`config.mk`:
```
export PLATFORM = sky130hd
export DESIGN_NAME = input_conditioner
export DESIGN_NICKNAME = d
export VERILOG_FILES = /design/src/rtl/cariomart_pkg.sv /design/src/rtl/sync2.sv /design/src/rtl/input_conditioner.sv
export SDC_FILE = /design/constraint.sdc
export NUM_CORES = 1
export LEC_CHECK = 0
export CORE_ASPECT_RATIO = 0.9
export CORE_UTILIZATION = 29
export CTS_BUF_LIST = sky130_fd_sc_hd__clkbuf_4
export CTS_CLUSTER_DIAMETER = 120
export DETAILED_ROUTE_END_ITERATION = 8
export GPL_TIMING_DRIVEN = 0
export PLACE_DENSITY = 0.54
export SLEW_MARGIN = 20
export SYNTH_ARGS = -nofsm -noshare
export SYNTH_HDL_FRONTEND = slang
export SYNTH_HIERARCHICAL = 1
export SYNTH_SLANG_ARGS = --single-unit
```
`constraint.sdc`:
```
create_clock -name PCLK -period 2.1 [get_ports PCLK]
set_input_delay 0.42 -clock PCLK [delete_from_list [all_inputs] [get_ports PCLK]]
set_output_delay 0.42 -clock PCLK [all_outputs]
set_load 0.02 [all_outputs]
```
`src/rtl/cariomart_pkg.sv`:
```
// Shared types and default parameters for the cariomart input conditioning path.
package cariomart_pkg;

   // Debounce FSM state encoding
   typedef enum logic [1:0] {
      LOW       = 2'd0,
      WAIT_HIGH = 2'd1,
      HIGH      = 2'd2,
      WAIT_LOW  = 2'd3
   } db_state_e;

   localparam int unsigned DEF_DEBOUNCE_CYCLES = 50000;
   localparam int unsigned DEF_SRC_FILTER      = 3;
   localparam int unsigned DEF_PERIOD_W        = 24;

endpackage

```
`src/rtl/sync2.sv`:
```
// Two-flop synchronizer for asynchronous pins; both stages reset to 0.
module sync2 #(
   parameter int unsigned W = 1
) (
   input  logic         clk_i,
   input  logic         rst_ni,
   input  logic [W-1:0] d_i,
   output logic [W-1:0] q_o
);

   logic [W-1:0] meta_q;
   logic [W-1:0] sync_q;

   // First stage may go metastable; second stage is the usable copy
   always_ff @(posedge clk_i or negedge rst_ni) begin
      if (!rst_ni) begin
         meta_q <= '0;
         sync_q <= '0;
      end else begin
         meta_q <= d_i;
         sync_q <= meta_q;
      end
   end

   assign q_o = sync_q;

endmodule

```
`src/rtl/input_conditioner.sv`:
```
// Cleans the raw button and source pins: synchronize, debounce the button,
// glitch-filter the source, emit rising-edge pulses and measure source period.
module input_conditioner
   import cariomart_pkg::*;
#(
   parameter int unsigned DEBOUNCE_CYCLES = DEF_DEBOUNCE_CYCLES,
   parameter int unsigned SRC_FILTER      = DEF_SRC_FILTER,
   parameter int unsigned PERIOD_W        = DEF_PERIOD_W
) (
   input  logic                PCLK,
   input  logic                PRESERN,
   input  logic                button,
   input  logic                source,
   output logic                button_clean,
   output logic                button_press,
   output logic                source_clean,
   output logic                source_edge,
   output logic [PERIOD_W-1:0] source_period,
   output logic                period_valid,
   output logic                period_ovf
);

   localparam int unsigned DW = $clog2(DEBOUNCE_CYCLES) + 1;
   localparam logic [DW-1:0] DCNT_LAST = DW'(DEBOUNCE_CYCLES - 1);
   localparam logic [PERIOD_W-1:0] PMAX = '1;

   logic b_s;
   logic s_s;

   sync2 #(.W(1)) u_sync_button (
      .clk_i  (PCLK),
      .rst_ni (PRESERN),
      .d_i    (button),
      .q_o    (b_s)
   );

   sync2 #(.W(1)) u_sync_source (
      .clk_i  (PCLK),
      .rst_ni (PRESERN),
      .d_i    (source),
      .q_o    (s_s)
   );

   // ---------------- button debounce ----------------
   db_state_e     state_q, state_d;
   logic [DW-1:0] dcnt_q, dcnt_d;
   logic          bclean_q, bclean_d;
   logic          bpress_q, bpress_d;

   // Debounce state, counter and registered button outputs
   always_ff @(posedge PCLK or negedge PRESERN) begin
      if (!PRESERN) begin
         state_q  <= LOW;
         dcnt_q   <= '0;
         bclean_q <= 1'b0;
         bpress_q <= 1'b0;
      end else begin
         state_q  <= state_d;
         dcnt_q   <= dcnt_d;
         bclean_q <= bclean_d;
         bpress_q <= bpress_d;
      end
   end

   // Any return to the old level during WAIT_* discards all progress
   always_comb begin
      state_d  = state_q;
      dcnt_d   = dcnt_q;
      bclean_d = bclean_q;
      bpress_d = 1'b0;
      unique case (state_q)
         LOW: begin
            if (b_s) begin
               state_d = WAIT_HIGH;
               dcnt_d  = DW'(1);
            end
         end
         WAIT_HIGH: begin
            if (!b_s) begin
               state_d = LOW;
            end else if (dcnt_q == DCNT_LAST) begin
               state_d  = HIGH;
               bclean_d = 1'b1;
               bpress_d = 1'b1;
            end else begin
               dcnt_d = dcnt_q + DW'(1);
            end
         end
         HIGH: begin
            if (!b_s) begin
               state_d = WAIT_LOW;
               dcnt_d  = DW'(1);
            end
         end
         WAIT_LOW: begin
            if (b_s) begin
               state_d = HIGH;
            end else if (dcnt_q == DCNT_LAST) begin
               state_d  = LOW;
               bclean_d = 1'b0;
            end else begin
               dcnt_d = dcnt_q + DW'(1);
            end
         end
         default: state_d = LOW;
      endcase
   end

   // ---------------- source glitch filter ----------------
   // Window is the live synchronized sample plus SRC_FILTER-1 older ones,
   // so a stable change lands on source_clean SRC_FILTER+2 edges later.
   logic [SRC_FILTER-1:0] win;

   if (SRC_FILTER > 1) begin : g_hist
      logic [SRC_FILTER-2:0] hist_q;

      // Shift register of past synchronized source samples
      always_ff @(posedge PCLK or negedge PRESERN) begin
         if (!PRESERN) hist_q <= '0;
         else          hist_q <= win[SRC_FILTER-2:0];
      end

      assign win = {hist_q, s_s};
   end else begin : g_nohist
      assign win = s_s;
   end

   logic all1, all0, src_rise;
   logic sclean_q, sedge_q;

   assign all1     = &win;
   assign all0     = ~|win;
   assign src_rise = all1 & ~sclean_q;

   // Filtered level and its rising-edge pulse
   always_ff @(posedge PCLK or negedge PRESERN) begin
      if (!PRESERN) begin
         sclean_q <= 1'b0;
         sedge_q  <= 1'b0;
      end else begin
         sedge_q <= src_rise;
         if (all1)      sclean_q <= 1'b1;
         else if (all0) sclean_q <= 1'b0;
      end
   end

   // ---------------- period measurement ----------------
   logic [PERIOD_W-1:0] pcnt_q, pinc, per_q;
   logic                pfull, armed_q, valid_q, ovf_q;

   assign pfull = (pcnt_q == PMAX);
   assign pinc  = pfull ? PMAX : pcnt_q + PERIOD_W'(1);

   // Edge reloads the counter; the first edge after reset only arms
   always_ff @(posedge PCLK or negedge PRESERN) begin
      if (!PRESERN) begin
         pcnt_q  <= '0;
         armed_q <= 1'b0;
         per_q   <= '0;
         valid_q <= 1'b0;
         ovf_q   <= 1'b0;
      end else if (src_rise) begin
         pcnt_q  <= '0;
         armed_q <= 1'b1;
         if (armed_q) begin
            per_q   <= pinc;
            ovf_q   <= pfull;
            valid_q <= 1'b1;
         end
      end else begin
         pcnt_q <= pinc;
      end
   end

   assign button_clean  = bclean_q;
   assign button_press  = bpress_q;
   assign source_clean  = sclean_q;
   assign source_edge   = sedge_q;
   assign source_period = per_q;
   assign period_valid  = valid_q;
   assign period_ovf    = ovf_q;

endmodule

```
==> impl_results.html, run 1 <==
<table>
<tr><th>Metric</th><th>Value</th></tr>
<tr><th colspan="2">Run status</th></tr>
<tr><td>Result of the run</td><td>finished, final reports clean</td></tr>
<tr><th colspan="2">Drt</th></tr>
<tr><td>Total detailed-routing wirelength</td><td>~7900 um</td></tr>
<tr><td>Routed length per placed instance</td><td>approximately 14 um</td></tr>
<tr><td>Total via count in the routed design</td><td>approximately 2900</td></tr>
<tr><td>Count of antenna-violating nets left after detailed routing</td><td>0</td></tr>
<tr><td>Initial DRC Count</td><td>between 100 and 150</td></tr>
<tr><td>Vias per inst</td><td>between 4 and 5</td></tr>
<tr><td>First-pass iteration count of the detailed router</td><td>4</td></tr>
<tr><td>Remaining design rule violation count</td><td>0</td></tr>
<tr><th colspan="2">Worst setup path</th></tr>
<tr><td>Worst setup SP type</td><td>flop</td></tr>
<tr><td>Cell with the largest stage delay on the worst path</td><td>sky130_fd_sc_hd__or4_1</td></tr>
<tr><td>Kind of cell adding the most delay to the critical path</td><td>simple AND/OR/NAND/NOR gates</td></tr>
<tr><td>Beginning of the worst register-to-register path</td><td>dcnt_q[13]</td></tr>
<tr><td>Maximum fanout encountered on the critical timing path</td><td>8</td></tr>
<tr><td>Reg2Reg Depth</td><td>5</td></tr>
<tr><td>Critical path capture point type</td><td>flop</td></tr>
<tr><td>Critical setup path kind</td><td>reg2reg</td></tr>
<tr><td>Worst EP arrival</td><td>2.37 ns</td></tr>
<tr><td>Crit-path max cell delay</td><td>0.54 ns</td></tr>
<tr><td>Terminus of the critical flop-to-flop path</td><td>dcnt_q[0]</td></tr>
<tr><td>Worst setup slack for register-to-register paths</td><td>roughly 0.057 ns</td></tr>
<tr><td>Series of cell instances along the critical path</td><td>or4_1 -&gt; or2_4 -&gt; o21bai_4 -&gt; buf_8 -&gt; mux2_2</td></tr>
<tr><td>Buffers and inverters on the worst path</td><td>1</td></tr>
<tr><td>Required time at the worst-slack endpoint</td><td>between 2 and 2.5 ns</td></tr>
<tr><th colspan="2">Hold path</th></tr>
<tr><td>Hold Crit Class</td><td>reg2reg</td></tr>
<tr><td>Worst Hold Launch</td><td>u_sync_button/meta_q</td></tr>
<tr><td>Worst hold path cell count</td><td>0</td></tr>
<tr><td>Hold-critical path endpoint</td><td>u_sync_button/q_o</td></tr>
<tr><th colspan="2">Final layout</th></tr>
<tr><td>Area occupied by multi-input gates</td><td>1531 um^2</td></tr>
<tr><td>Fillers</td><td>1245</td></tr>
<tr><td>Proportion of layout cells with a drive suffix above 1</td><td>0.1077</td></tr>
<tr><td>Layout area overhead</td><td>21.49%</td></tr>
<tr><td>Post-route insts no fill</td><td>587</td></tr>
<tr><td>Fin util</td><td>0.3635</td></tr>
<tr><td>ANT cells</td><td>0</td></tr>
<tr><td>Sequential cell area</td><td>around 2000 um^2</td></tr>
<tr><td>Layout net count</td><td>about 430</td></tr>
<tr><th colspan="2">Power</th></tr>
<tr><td>IR drop worst, VDD</td><td>slightly above 400 uV</td></tr>
<tr><td>Ratio of total power to cell area</td><td>851.5 nW/um^2</td></tr>
<tr><td>Leak Pwr</td><td>between 1.5 and 2 nW</td></tr>
<tr><th colspan="2">Synthesis</th></tr>
<tr><td>Yosys reg bits</td><td>80</td></tr>
<tr><td>Number of library cell types mapped by synthesis</td><td>44</td></tr>
<tr><td>Register area share after synthesis</td><td>0.5519</td></tr>
<tr><td>Synth warn</td><td>6</td></tr>
<tr><td>Mean post-synth cell area</td><td>9.803 um^2</td></tr>
<tr><td>Number of instances in the synthesized netlist</td><td>370</td></tr>
<tr><td>Post-synthesis instance area</td><td>about 3600 um^2</td></tr>
<tr><td>Synthesized netlist net count</td><td>between 300 and 400</td></tr>
<tr><th colspan="2">Timing</th></tr>
<tr><td>Hold violation total from the final report</td><td>0</td></tr>
<tr><td>Number of pins exceeding their max-slew limit in the final report</td><td>0</td></tr>
<tr><td>Top achievable clock speed</td><td>~490 MHz</td></tr>
<tr><td>Post-Route Skew</td><td>between 0.015 and 0.02 ns</td></tr>
<tr><td>Part of the cycle the worst path needs</td><td>0.9728</td></tr>
<tr><td>Slew at the pin closest to its max-slew limit</td><td>0.6093 ns</td></tr>
<tr><td>Count of final setup violators</td><td>0</td></tr>
<tr><td>Minimum clock period after layout</td><td>between 2 and 2.5 ns</td></tr>
<tr><td>Max-slew headroom</td><td>0.5909</td></tr>
<tr><td>Hold slack final</td><td>around 0.36 ns</td></tr>
<tr><th colspan="2">Placed design</th></tr>
<tr><td>Total of buffers placed on input and output ports</td><td>33</td></tr>
<tr><td>DPL Wire Length</td><td>about 5500 um</td></tr>
<tr><td>Number of placed instances, taps included</td><td>around 560</td></tr>
<tr><td>Routability cong.</td><td>0.7783</td></tr>
<tr><th colspan="2">Clock network</th></tr>
<tr><td>Clock transition at the register clock pins on the worst setup and hold paths after CTS</td><td>between 0.1 and 0.15 ns</td></tr>
<tr><td>Root buffer cell</td><td>sky130_fd_sc_hd__clkbuf_4</td></tr>
<tr><td>Clock latency reported for the late side of the worst-skew pair</td><td>0.43 ns</td></tr>
<tr><td>CTS H-tree lvls</td><td>3</td></tr>
<tr><td>Deepest clock path buffer count</td><td>2</td></tr>
<tr><td>Clock sink total</td><td>80</td></tr>
<tr><td>Num CTS Buffers</td><td>9</td></tr>
<tr><td>TritonCTS clock tree</td><td>done</td></tr>
<tr><th colspan="2">Global route</th></tr>
<tr><td>Number of global-route vias before repair</td><td>between 2000 and 3000</td></tr>
<tr><td>Number of antenna violations at the first check in global routing</td><td>0</td></tr>
<tr><td>Overall track demand over capacity in global routing</td><td>0.1302</td></tr>
<tr><td>GRT overflow</td><td>0</td></tr>
<tr><td>Largest net degree at the start of global routing</td><td>between 40 and 50</td></tr>
<tr><td>Wire length of the first global-routing pass</td><td>between 10000 and 15000 um</td></tr>
<tr><th colspan="2">Job</th></tr>
<tr><td>Max_cap viols</td><td>0</td></tr>
<tr><th colspan="2">Floorplan</th></tr>
<tr><td>Height of the chip</td><td>108.1 um</td></tr>
<tr><td>Number of placement rows</td><td>38</td></tr>
<tr><td>DIE AREA</td><td>12960 um^2</td></tr>
<tr><td>Floorplan die width</td><td>119.9 um</td></tr>
<tr><td>Core region area</td><td>12120 um^2</td></tr>
<tr><td>Starting Density</td><td>0.2992</td></tr>
<tr><td>IO Count</td><td>34</td></tr>
</table>
report_power, final:
| group | switching (mW) | total (mW) | leakage [nW] | internal, mW |
|---|---|---|---|---|
| logic | 0.476 | 0.894 | 0.747 | 0.418 |
| clock network | 0.531 | 0.903 | 0.0780 | 0.371 |
| registers | 0.191 | 1.96 | 1.05 | 1.76 |
| total | 1.20 | 3.75 | 1.87 | 2.55 |
registers in the layout, indices dropped and copies added (netlist names), 2 cells and up, named ones only:
name and count:
dcnt_q 17, g_hist.hist_q 2, pcnt_q 24, source_period 24
layout by cell type (no fill, tap or decap), drive strengths merged, types with 4 or more instances in the layout:
| master | netlist | layout |
|---|---|---|
| buf | 8 | 15 |
| inv | 5 | 6 |
| and4 | 6 | 6 |
| nand4 | 9 | 9 |
| clkbuf | 10 | 21 |
| nand3 | 17 | 17 |
| nand3b | 5 | 5 |
| clkinv | 0 | 4 |
| and3 | 5 | 5 |
| nand2 | 53 | 53 |
| xnor2 | 17 | 17 |
| o221ai | 6 | 6 |
| a21oi | 15 | 15 |
| a31oi | 6 | 6 |
| clkdlybuf4s50 | 0 | 32 |
| dfrtp | 80 | 80 |
| o21ai | 21 | 21 |
| nor3 | 14 | 14 |
| nor2 | 55 | 55 |
metrics by stage:
| stage | total power [mW] | setup WS [ns] | instance area (um^2) | TNS [ns] |
|---|---|---|---|---|
| after floorplan | 2.455 | 0.1645 | 3627 | 0 |
| after global placement | 2.860 | -2.333 | 4158 | -188.26 |
| after detailed placement | 2.883 | -0.1493 | 4183 | -2.420 |
| after CTS | 3.818 | 0.007167 | 4353 | 0 |
| after global routing | 3.992 | -0.006138 | 4407 | -0.008045 |
| final | 3.752 | 0.05702 | 4407 | 0 |
layer usage:
metal | GRT usage | wire length, um | vias up | share of wire
li1 | - | - | 1404 | -
met1 | 0.1627 | 3784 | 1410 | 0.48
met2 | 0.2110 | 3747 | 49 | 0.47
met3 | 0.04167 | 328 | 4 | 0.041
met4 | 0.04732 | 68 | 0 | 0.0086
met5 | 0 | 0 | - | 0
synthesized netlist by cell type:
cell                        instances  area [um^2]
sky130_fd_sc_hd__a211o_1            1        8.760
sky130_fd_sc_hd__a21o_1             1        7.510
sky130_fd_sc_hd__a21oi_1           15        75.07
sky130_fd_sc_hd__a221o_1            2        20.02
sky130_fd_sc_hd__a22o_1             3        26.28
sky130_fd_sc_hd__a31oi_1            6        37.54
sky130_fd_sc_hd__and2_1             3        18.77
sky130_fd_sc_hd__and3_1             5        31.28
sky130_fd_sc_hd__and4_1             6        52.55
sky130_fd_sc_hd__buf_2              4        20.02
sky130_fd_sc_hd__buf_4              1        7.510
sky130_fd_sc_hd__buf_6              3        33.78
sky130_fd_sc_hd__clkbuf_1          10        37.54
sky130_fd_sc_hd__dfrtp_1           80         2002
sky130_fd_sc_hd__ha_1               2        25.02
sky130_fd_sc_hd__inv_1              5        18.77
sky130_fd_sc_hd__mux2_2             3        33.78
sky130_fd_sc_hd__nand2_1           53        198.9
sky130_fd_sc_hd__nand2b_1           1        6.260
sky130_fd_sc_hd__nand3_1           17        85.08
sky130_fd_sc_hd__nand3b_1           5        37.54
sky130_fd_sc_hd__nand4_1            9        56.30
sky130_fd_sc_hd__nand4b_1           1        8.760
sky130_fd_sc_hd__nor2_1            55        206.5
sky130_fd_sc_hd__nor3_1            12        60.06
sky130_fd_sc_hd__nor3_2             2        20.02
sky130_fd_sc_hd__nor3b_1            2        15.01
sky130_fd_sc_hd__nor4_1             2        12.51
sky130_fd_sc_hd__o211a_1            1        10.01
sky130_fd_sc_hd__o211ai_1           1        7.510
sky130_fd_sc_hd__o211ai_2           2        25.02
sky130_fd_sc_hd__o21ai_0           20        100.1
sky130_fd_sc_hd__o21ai_1            1        5.000
sky130_fd_sc_hd__o21bai_4           1        18.77
sky130_fd_sc_hd__o221ai_1           6        52.55
sky130_fd_sc_hd__o2bb2ai_1          1        8.760
sky130_fd_sc_hd__o31ai_1            2        15.01
sky130_fd_sc_hd__or2_2              1        6.260
sky130_fd_sc_hd__or2_4              1        8.760
sky130_fd_sc_hd__or3_1              2        12.51
sky130_fd_sc_hd__or4_1              1        7.510
sky130_fd_sc_hd__or4b_1             2        20.02
sky130_fd_sc_hd__xnor2_1           17        148.9
sky130_fd_sc_hd__xor2_1             2        17.52
kinds of logic after synthesis:
kind of cell	count (synthesis)	synth area share
simple gates	180	0.2384
flops	80	0.5519
compound gates	63	0.1152
buf+inv	23	0.03243
xor+xnor	19	0.04588
mux	3	0.009313
fa+ha+maj	2	0.006898
worst max path at each step:
| stage | start | end | slack [ns] | cells after the start |
|---|---|---|---|---|
| after floorplan | dcnt_q[13] | dcnt_q[0] | 0.16 | 5 |
| after global placement | PRESERN | dcnt_q[5] | -2.33 | 1 |
| after detailed placement | pcnt_q[0] | source_period[13] | -0.15 | 8 |
| after CTS | pcnt_q[0] | source_period[0] | 0.007 | 7 |
| after global routing | dcnt_q[13] | dcnt_q[8] | -0.006 | 6 |
| final | dcnt_q[13] | dcnt_q[0] | 0.06 | 5 |
area by class of cell:
class	count	share of cell area
clock inverters	6	0.01306
plain buffers	18	0.02470
repair buffers	41	0.09313
flip-flops and latches	80	0.4549
inverters	5	0.004259
well taps	160	0.04543
clock buffers	10	0.01704
multi-input cells	267	0.3475
what timing repair did:
action | CTS | global route
endpoints found under the setup margin | 32 | 41
pin swaps | 1 | 1
setup buffers | 2 | 4
endpoints found under the hold margin | 38 | 0
hold buffers | 1 | 0
gates resized for setup | 2 | 8
Note: power is estimated with default switching activity, not from simulation.
==> run 2, diff against run 1 <==
TNS_END_PERCENT = 10   (was not set)
==> impl_results.html, run 2 (same netlist as run 1, synthesis figures left out) <==
<table>
<tr><th>Metric</th><th>Value</th></tr>
<tr><th colspan="2">Drt</th></tr>
<tr><td>Initial DRC Count</td><td>111 (-9.8%)</td></tr>
<tr><td>Routed length per placed instance</td><td>13.50 um (about the same)</td></tr>
<tr><td>Count of antenna-violating nets left after detailed routing</td><td>0 (unchanged)</td></tr>
<tr><td>Total via count in the routed design</td><td>2837 (-1.0%)</td></tr>
<tr><td>Total detailed-routing wirelength</td><td>7896 um (-0.42%)</td></tr>
<tr><td>First-pass iteration count of the detailed router</td><td>4 (unchanged)</td></tr>
<tr><td>Vias per inst</td><td>4.850 (-0.71%)</td></tr>
<tr><td>Remaining design rule violation count</td><td>0 (unchanged)</td></tr>
<tr><th colspan="2">Timing</th></tr>
<tr><td>Number of pins exceeding their max-slew limit in the final report</td><td>0 (unchanged)</td></tr>
<tr><td>Max-slew headroom</td><td>0.6110 (+0.02015)</td></tr>
<tr><td>Minimum clock period after layout</td><td>2.050 ns (+0.006799 ns)</td></tr>
<tr><td>RSZ-0062 raised after global routing</td><td>no</td></tr>
<tr><td>Part of the cycle the worst path needs</td><td>0.9761 (+0.003238)</td></tr>
<tr><td>Top achievable clock speed</td><td>487.9 MHz (-0.33%)</td></tr>
<tr><td>Hold violation total from the final report</td><td>0 (unchanged)</td></tr>
<tr><td>Count of final setup violators</td><td>0 (unchanged)</td></tr>
<tr><td>Post-Route Skew</td><td>0.01820 ns (-0.0004125 ns)</td></tr>
<tr><td>Hold slack final</td><td>0.3615 ns (-0.0003340 ns)</td></tr>
<tr><td>Slew at the pin closest to its max-slew limit</td><td>0.5793 ns (-0.03001 ns)</td></tr>
<tr><th colspan="2">Floorplan</th></tr>
<tr><td>Height of the chip</td><td>108.1 um (unchanged)</td></tr>
<tr><td>IO Count</td><td>34 (unchanged)</td></tr>
<tr><td>DIE AREA</td><td>12960 um^2 (unchanged)</td></tr>
<tr><td>Starting Density</td><td>0.2992 (unchanged)</td></tr>
<tr><td>Number of placement rows</td><td>38 (unchanged)</td></tr>
<tr><td>Core region area</td><td>12120 um^2 (unchanged)</td></tr>
<tr><td>Floorplan die width</td><td>119.9 um (unchanged)</td></tr>
<tr><th colspan="2">Worst setup path</th></tr>
<tr><td>Critical setup path kind</td><td>reg2reg</td></tr>
<tr><td>Maximum fanout encountered on the critical timing path</td><td>10 (+2)</td></tr>
<tr><td>Critical path capture point type</td><td>flop</td></tr>
<tr><td>Worst EP arrival</td><td>2.38 ns (about the same)</td></tr>
<tr><td>Required time at the worst-slack endpoint</td><td>2.43 ns (about the same)</td></tr>
<tr><td>Worst setup SP type</td><td>flop</td></tr>
<tr><td>Worst setup slack for register-to-register paths</td><td>0.05 ns (about the same)</td></tr>
<tr><th colspan="2">Clock network</th></tr>
<tr><td>Deepest clock path buffer count</td><td>2 (unchanged)</td></tr>
<tr><td>TritonCTS clock tree</td><td>done</td></tr>
<tr><td>Num CTS Buffers</td><td>9 (unchanged)</td></tr>
<tr><td>Root buffer cell</td><td>sky130_fd_sc_hd__clkbuf_4</td></tr>
<tr><td>Clock transition at the register clock pins on the worst setup and hold paths after CTS</td><td>0.13 ns (about the same)</td></tr>
<tr><td>CTS H-tree lvls</td><td>3 (unchanged)</td></tr>
<tr><td>Clock sink total</td><td>80 (unchanged)</td></tr>
<tr><td>Clock latency reported for the late side of the worst-skew pair</td><td>0.44 ns (about the same)</td></tr>
<tr><th colspan="2">Final layout</th></tr>
<tr><td>Most common cell after layout, fill and taps aside</td><td>sky130_fd_sc_hd__dfrtp_1</td></tr>
<tr><td>Area of all placed cells without fillers</td><td>4399 um^2 (-0.17%)</td></tr>
<tr><td>Layout net count</td><td>426 (-0.47%)</td></tr>
<tr><td>Top library cells by usage in the layout, fill and taps aside</td><td>sky130_fd_sc_hd__dfrtp_1 (78), sky130_fd_sc_hd__nor2_1 (55), sky130_fd_sc_hd__nand2_1 (51)</td></tr>
<tr><td>ANT cells</td><td>0 (unchanged)</td></tr>
<tr><td>Layout area overhead</td><td>21.28%</td></tr>
<tr><td>Proportion of layout cells with a drive suffix above 1</td><td>0.1059 (-0.001846)</td></tr>
<tr><td>Post-route insts no fill</td><td>585 (-0.34%)</td></tr>
<tr><th colspan="2">Hold path</th></tr>
<tr><td>Hold Crit Class</td><td>reg2reg</td></tr>
<tr><th colspan="2">Run status</th></tr>
<tr><td>Result of the run</td><td>finished, final reports clean</td></tr>
<tr><th colspan="2">Global route</th></tr>
<tr><td>Number of global-route vias before repair</td><td>2677 (unchanged)</td></tr>
<tr><td>Number of antenna violations at the first check in global routing</td><td>0 (unchanged)</td></tr>
<tr><td>Largest net degree at the start of global routing</td><td>43 (unchanged)</td></tr>
<tr><td>GRT overflow</td><td>0 (unchanged)</td></tr>
<tr><td>Wire length of the first global-routing pass</td><td>13110 um (unchanged)</td></tr>
<tr><td>Overall track demand over capacity in global routing</td><td>0.1302 (unchanged)</td></tr>
<tr><th colspan="2">Power</th></tr>
<tr><td>IR drop worst, VDD</td><td>410.2 uV (+0.23%)</td></tr>
<tr><td>Leak Pwr</td><td>1.863 nW (-0.51%)</td></tr>
<tr><td>Ratio of total power to cell area</td><td>853.0 nW/um^2 (+0.18%)</td></tr>
<tr><th colspan="2">Placed design</th></tr>
<tr><td>Number of placed instances, taps included</td><td>564 (unchanged)</td></tr>
<tr><td>Total of buffers placed on input and output ports</td><td>33 (unchanged)</td></tr>
<tr><td>Cell area reported after detailed placement</td><td>4183 um^2 (unchanged)</td></tr>
<tr><td>DPL Wire Length</td><td>5541 um (unchanged)</td></tr>
<tr><td>Routability cong.</td><td>0.7783 (unchanged)</td></tr>
<tr><th colspan="2">Job</th></tr>
<tr><td>Max_cap viols</td><td>0 (unchanged)</td></tr>
</table>
[run 2: changes by cell type in the layout (fill, tap and decap cells not counted)]
| cell | previous run | this run |
|---|---|---|
| sky130_fd_sc_hd__or4_4 | 0 | 1 |
| sky130_fd_sc_hd__buf_8 | 1 | 2 |
| sky130_fd_sc_hd__or4_1 | 1 | 0 |
| sky130_fd_sc_hd__buf_6 | 3 | 2 |
| sky130_fd_sc_hd__buf_4 | 7 | 5 |
[run 2: final cells by class]
type | instances | area (um^2)
buffer | 18 | 112.6
clock buffer | 10 | 75.07
clock inverter | 6 | 57.56
fill | 1247 | 7725
inverter | 5 | 18.77
multi-input combinational | 267 | 1535
sequential | 80 | 2004
tap | 160 | 200.2
timing repair buffer | 39 | 395.4
[run 2: metrics by stage]
| stage | TNS [ns] | total power [mW] | setup WS (ns) | util |
|---|---|---|---|---|
| finish | 0 | 3.753 | 0.05022 | 0.3628 |
| global route | 0 | 3.994 | 0.001829 | 0.3628 |
| CTS | 0 | 3.818 | 0.007167 | 0.3590 |
| floorplan | 0 | 2.455 | 0.1645 | - |
| detailed placement | -2.420 | 2.883 | -0.1493 | 0.3450 |
| global placement | -188.26 | 2.860 | -2.333 | 0.3429 |
[run 2: final timing paths]
| path | cells past startpoint | end | start |
|---|---|---|---|
| max in group asynchronous | 3 | dcnt_q[12] | PRESERN |
| min in group asynchronous | 2 | source_period[10] | PRESERN |
| min reg2reg | 0 | u_sync_button/q_o | u_sync_button/meta_q |
| min | 0 | u_sync_button/q_o | u_sync_button/meta_q |
| max | 5 | dcnt_q[0] | dcnt_q[13] |
| max reg2reg | 5 | dcnt_q[0] | dcnt_q[13] |
[run 2: critical path, stage by stage (launching register included)]
cell and delay [ns]:
sky130_fd_sc_hd__dfrtp_2 0.45, sky130_fd_sc_hd__or4_4 0.54, sky130_fd_sc_hd__or2_4 0.29, sky130_fd_sc_hd__o21bai_4 0.17, sky130_fd_sc_hd__buf_8 0.16, sky130_fd_sc_hd__mux2_2 0.33
[run 2: report_power, final]
group / switching, mW / internal, mW
logic: 0.476 / 0.420
clock network: 0.530 / 0.371
registers: 0.191 / 1.76
total: 1.20 / 2.56
[run 2: metal layers]
layer / global-route usage / up-vias / share of wire
met5: 0 / - / 0
met4: 0.04732 / 0 / 0.0086
met3: 0.04167 / 4 / 0.043
met2: 0.2110 / 50 / 0.47
met1: 0.1627 / 1383 / 0.48
li1: - / 1400 / -
[run 2: repair_timing]
| item | 4_1_cts | 5_1_grt |
|---|---|---|
| pin swaps | 1 | 1 |
| resized for setup | 2 | 10 |
| hold endpoints to repair | 38 | 0 |
| buffers inserted | 2 | 2 |
| hold buffers | 1 | 0 |
| setup endpoints to repair | 32 | 41 |
==> RTL edit 1, RTL diff (settings of run 1) <==
Remove the register `sedge_q`: a continuous assignment takes its place, so the output `source_edge` follows one clock earlier.
--- a/src/rtl/input_conditioner.sv
+++ b/src/rtl/input_conditioner.sv
@@ -137,11 +137,11 @@
       if (!PRESERN) begin
          sclean_q <= 1'b0;
-         sedge_q  <= 1'b0;
       end else begin
-         sedge_q <= src_rise;
          if (all1)      sclean_q <= 1'b1;
          else if (all0) sclean_q <= 1'b0;
       end
    end
+
+   assign sedge_q = src_rise;
 
    // ---------------- period measurement ----------------
Check against the original RTL: not equivalent (a bounded check fails within 10 cycles, from zero or initial values).
==> RTL edit 1 against run 1 <==
Sequential cell count shrank 1. Final cell count shrank 0.17%. Hold slack gained 0.0026 ns. Routed wire length shrank 2.2%. Maximum frequency shrank 0.24%. Design area grew 0.74%. Clock skew grew 0.0014 ns. Total power grew 6.4%. Synthesized area shrank 0.69%. Combinational power shrank 0.8%. Critical path type unchanged. Synthesized cell count shrank 0.27%. Setup slack lost 0.0048 ns.
==> RTL edit 1: results <==
group,metric,value,unit
status,status,"finished clean",
clock_tree,numCtsBuffers,9,
placed_design,placedCellCount,563,
synthesis,synthTopCellsByArea,"dfrtp_1 (55%), nor2_1 (5.7%), nand2_1 (5.5%)",
hold_path,min_delay_worst_endpoint,"u_sync_button/q_o$_DFF_PN0_",
synthesis,synth-compound-area-share,11.60,%
synthesis,synthMuxAreaShare,0.9378,%
placed_design,hpwlAfterDp,5442,microns
hold_path,whs_path_depth,0,
layout,drive_above_1_share,11.74,%
power_and_ir_drop,swShare,30.78,%
detailed_routing,drtIter0Drc,158,
timing,tightest_slew,0.5832,ns
synthesis,syn_nets,375,
synthesis,async_flop_share,100.0,%
clock_tree,clk_latency,0.44,ns
timing,hold_viol,0,
worst_setup_path,reg2reg_slack,0.05,ns
timing,clock_skew,0.01999,ns
synthesis,synth-xor-area-share,4.620,%
global_route,grt_usage,13.54,%
power_and_ir_drop,ir_drop,0.0003051,V
worst_setup_path,path_max_fanout,9,
synthesis,yosysTopAreaCell,"dfrtp_1",
synthesis,synth_commonest_cells,"dfrtp_1 (79), nor2_1 (55), nand2_1 (53)",
worst_setup_path,r2r_cells,5,
global_route,grt_pass1_vias,2795,
detailed_routing,drt_wl_total,7757,microns
global_route,grt_max_degree,43,
synthesis,synthDistinctLibCells,44,
layout,layout.cells.non_filler,586,
hold_path,min_from,"u_sync_button/meta_q$_DFF_PN0_",
synthesis,synth.avg_cell_area,9.762,sq um
synthesis,synth_fa_ha_area_share,0.6947,%
global_route,grt_pass1_wl,13720,microns
detailed_routing,via_per_inst,4.860,
timing,hold_slack,0.3644,ns
placed_design,place.gp.congestion,0.7950,
clock_tree,clockBufferDepth,2,
worst_setup_path,rr_endpoint,"dcnt_q[0]$_DFFE_PN0P_",
synthesis,seq_area_frac_synth,54.88,%
clock_tree,ctsRootBufferMaster,"clkbuf_4",
hold_path,hold_class,"reg2reg",
power_and_ir_drop,leakage,0.001889,uW
layout,nets,427,
layout,n_antenna_cell,0,
global_route,grt_antenna_before_repair,0,
clock_tree,clkTransAtPathRegs,0.12,ns
worst_setup_path,critical_path_class,"reg2reg",
## RTL edit 1: cell types whose count changed in the layout (fill, tap and decap cells not counted), moves of 2 or more
cell        before  now
bufinv_16        1    3
clkinvlp_4       0    2
dfrtp_1         78   76
clkinv_2         3    1
## RTL edit 1: power by group through the flow
| stage | clock, uW | combinational [uW] | sequential [uW] |
|---|---|---|---|
| 3_3_place_gp | 0 | 873 | 1970 |
| 2_1_floorplan | 0 | 350 | 2080 |
| 5_1_grt | 1270 | 992 | 1990 |
| 3_5_place_dp | 0 | 885 | 1980 |
| 4_1_cts | 1200 | 893 | 1940 |
| 6_report | 1160 | 887 | 1940 |
## RTL edit 1: how the worst max path moves through the flow
stage / slack, ns / depth (start not counted) / endpoint
finish: 0.05 / 5 / dcnt_q[0]$_DFFE_PN0P_
global route: -0.003 / 4 / source_edge
CTS: 0.01 / 8 / source_period[16]$_DFFE_PN0P_
detailed placement: -0.55 / 3 / source_edge
global placement: -2.27 / 1 / dcnt_q[3]$_DFFE_PN0P_
floorplan: 0.16 / 5 / dcnt_q[0]$_DFFE_PN0P_
## RTL edit 1: kinds of logic after synthesis
kind of cell	count (synthesis)
AO/OA/AOI/OAI	63
buffers and inverters	23
adder cells (fa/ha/maj)	2
XOR/XNOR	19
multiplexers	3
AND/OR/NAND/NOR	180
flip-flops	79
## RTL edit 1: layout make-up
class	instances	area (sq um)
Fill cell	1236	7637
Sequential cell	79	1981
Multi-Input combinational cell	267	1540
Timing Repair Buffer	41	397.9
Tap cell	160	200.2
Clock inverter	7	118.9
Buffer	18	115.1
Clock buffer	9	67.56
Inverter	5	18.77
## RTL edit 1: worst max-delay path, cell delays in order, from the launching register on
cell	delay, ns
dfrtp_2	0.46
or4_1	0.55
or2_4	0.29
o21bai_4	0.15
buf_6	0.16
mux2_2	0.33
## RTL edit 1: repair_timing
item / in CTS / in global routing
hold endpoints to repair: 37 / 0
buffers inserted: 1 / 5
hold buffers: 1 / 0
resized for setup: 9 / 10
endpoints found under the setup margin: 33 / 37
pin swaps: 2 / 1
## RTL edit 1: metal layers
layer / GRT usage (%) / up-vias / part of all wire, %
met2: 20.31 / 57 / 45
met5: 0 / - / 0
li1: - / 1394 / -
met4: 3.750 / 0 / 0.93
met1: 18.35 / 1392 / 49
met3: 4.767 / 5 / 5.3
## RTL edit 1: metrics by stage
stage               instance area, sq um  setup slack, ns
global route                        4439        -0.003407
global placement                    4133           -2.268
CTS                                 4372         0.009755
finish                              4439          0.05219
floorplan                           3602           0.1645
detailed placement                  4150          -0.5494
==> RTL edit 2, RTL diff (flow settings as in run 1) <==
Made on the original files. `DEF_SRC_FILTER`: 3 -> 6.
--- a/src/rtl/cariomart_pkg.sv
+++ b/src/rtl/cariomart_pkg.sv
@@ -11,5 +11,5 @@
 
    localparam int unsigned DEF_DEBOUNCE_CYCLES = 50000;
-   localparam int unsigned DEF_SRC_FILTER      = 3;
+   localparam int unsigned DEF_SRC_FILTER      = 6;
    localparam int unsigned DEF_PERIOD_W        = 24;
 
Behaviour: not the same (a bounded check fails within 10 cycles, from zero or initial values).
==> RTL edit 2 against run 1 <==
Total power fell by 6.9%. Critical path type unchanged. Design area fell by 0.20%. Via count fell by 4.9%. Clock skew rose by 0.0041 ns. Sequential power fell by 3%. Sequential cell count rose by 3. Maximum frequency rose by 1.9%. Final cell count fell by 2.2%. Synthesized area fell by 0.14%. Setup slack improved by 0.039 ns. Die area fell by 0.14%. Sequential share of layout area rose by 1.7 points. Routed wire length rose by 0.25%.
==> RTL edit 2: results <==
group,metric,value,unit
timing,slew_headroom,54.43,%
global_route,grtUsageMet2,18.95,%
detailed_routing,drtIter0Drc,165,
synthesis,synth_seq_cells,83,
detailed_routing,routedWlPerCell,13.85,microns
worst_setup_path,max_stage_delay,0.63,ns
synthesis,synth-xor-area-share,6.528,%
synthesis,synthMuxAreaShare,0.8636,%
timing,clock_skew,0.02276,ns
synthesis,seq_area_frac_synth,57.34,%
power_and_ir_drop,ir_drop,0.0002679,V
layout,n_clock_buffer,9,
layout,signal_buffers,53,
power_and_ir_drop,p_clk_share,27.2,%
global_route,grt_use_met3,3.112,%
global_route,grt_usage,13.35,%
layout,final_util,36.27,%
global_route,grt_max_degree,46,
layout,clk_share,3.243,%
timing,hold_slack,0.3728,ns
synthesis,synth_commonest_cells,"dfrtp_1 (83), nor2_1 (59), nand2_1 (39)",
detailed_routing,routed-wl-met2,3457,microns
layout,nMultiInputCombCells,257,
layout,multi_input_area_share,33.66,%
placed_design,pre_cts_ws,-0.04636,ns
power_and_ir_drop,p_switching,1097,uW
placed_design,hpwlAfterDp,5546,microns
detailed_routing,via_count,2726,
layout,sh_seq_area,47.23,%
detailed_routing,via_per_inst,4.749,
layout,buf_share,10.90,%
detailed_routing,routedLengthMet1,4141,microns
clock_tree,cts_setup_buffers,3,
layout,nets,415,
synthesis,synth.avg_cell_area,10.12,sq um
global_route,grt_pass1_vias,2597,
synthesis,synth_fa_ha_area_share,0.6908,%
power_and_ir_drop,p_int,2394,uW
placed_design,place.gp.congestion,0.7781,
synthesis,synthTopCellsByArea,"dfrtp_1 (57%), nor2_1 (6.1%), xnor2_1 (4.8%)",
detailed_routing,drtPass1Iterations,7,
global_route,gr-usage-met1,19.24,%
timing,min_period,2.004,ns
synthesis,synthDistinctLibCells,45,
placed_design,dpl-instance-area,4178,sq um
synthesis,syn_nets,364,
status,status,"finished clean",
-- RTL edit 2: cell types whose count changed after synthesis, sizes merged, moves of 4 or more --
cell / delta
o221ai: -6
nor2: +4
xor2: +5
nand3b: -5
o21ai: +5
nand2: -13
nor4: +5
or4: +4
-- RTL edit 2: path summary, 6_finish.rpt --
path,from,to,cells past startpoint
worst max-delay path,dcnt_q[0]$_DFFE_PN0P_,dcnt_q[14]$_DFFE_PN0P_,5
max in group asynchronous,PRESERN,dcnt_q[8]$_DFFE_PN0P_,3
min in group asynchronous,PRESERN,source_period[2]$_DFFE_PN0P_,2
worst max register to register,dcnt_q[0]$_DFFE_PN0P_,dcnt_q[14]$_DFFE_PN0P_,5
worst min-delay path,u_sync_button/meta_q$_DFF_PN0_,u_sync_button/q_o$_DFF_PN0_,0
worst min register to register,u_sync_button/meta_q$_DFF_PN0_,u_sync_button/q_o$_DFF_PN0_,0
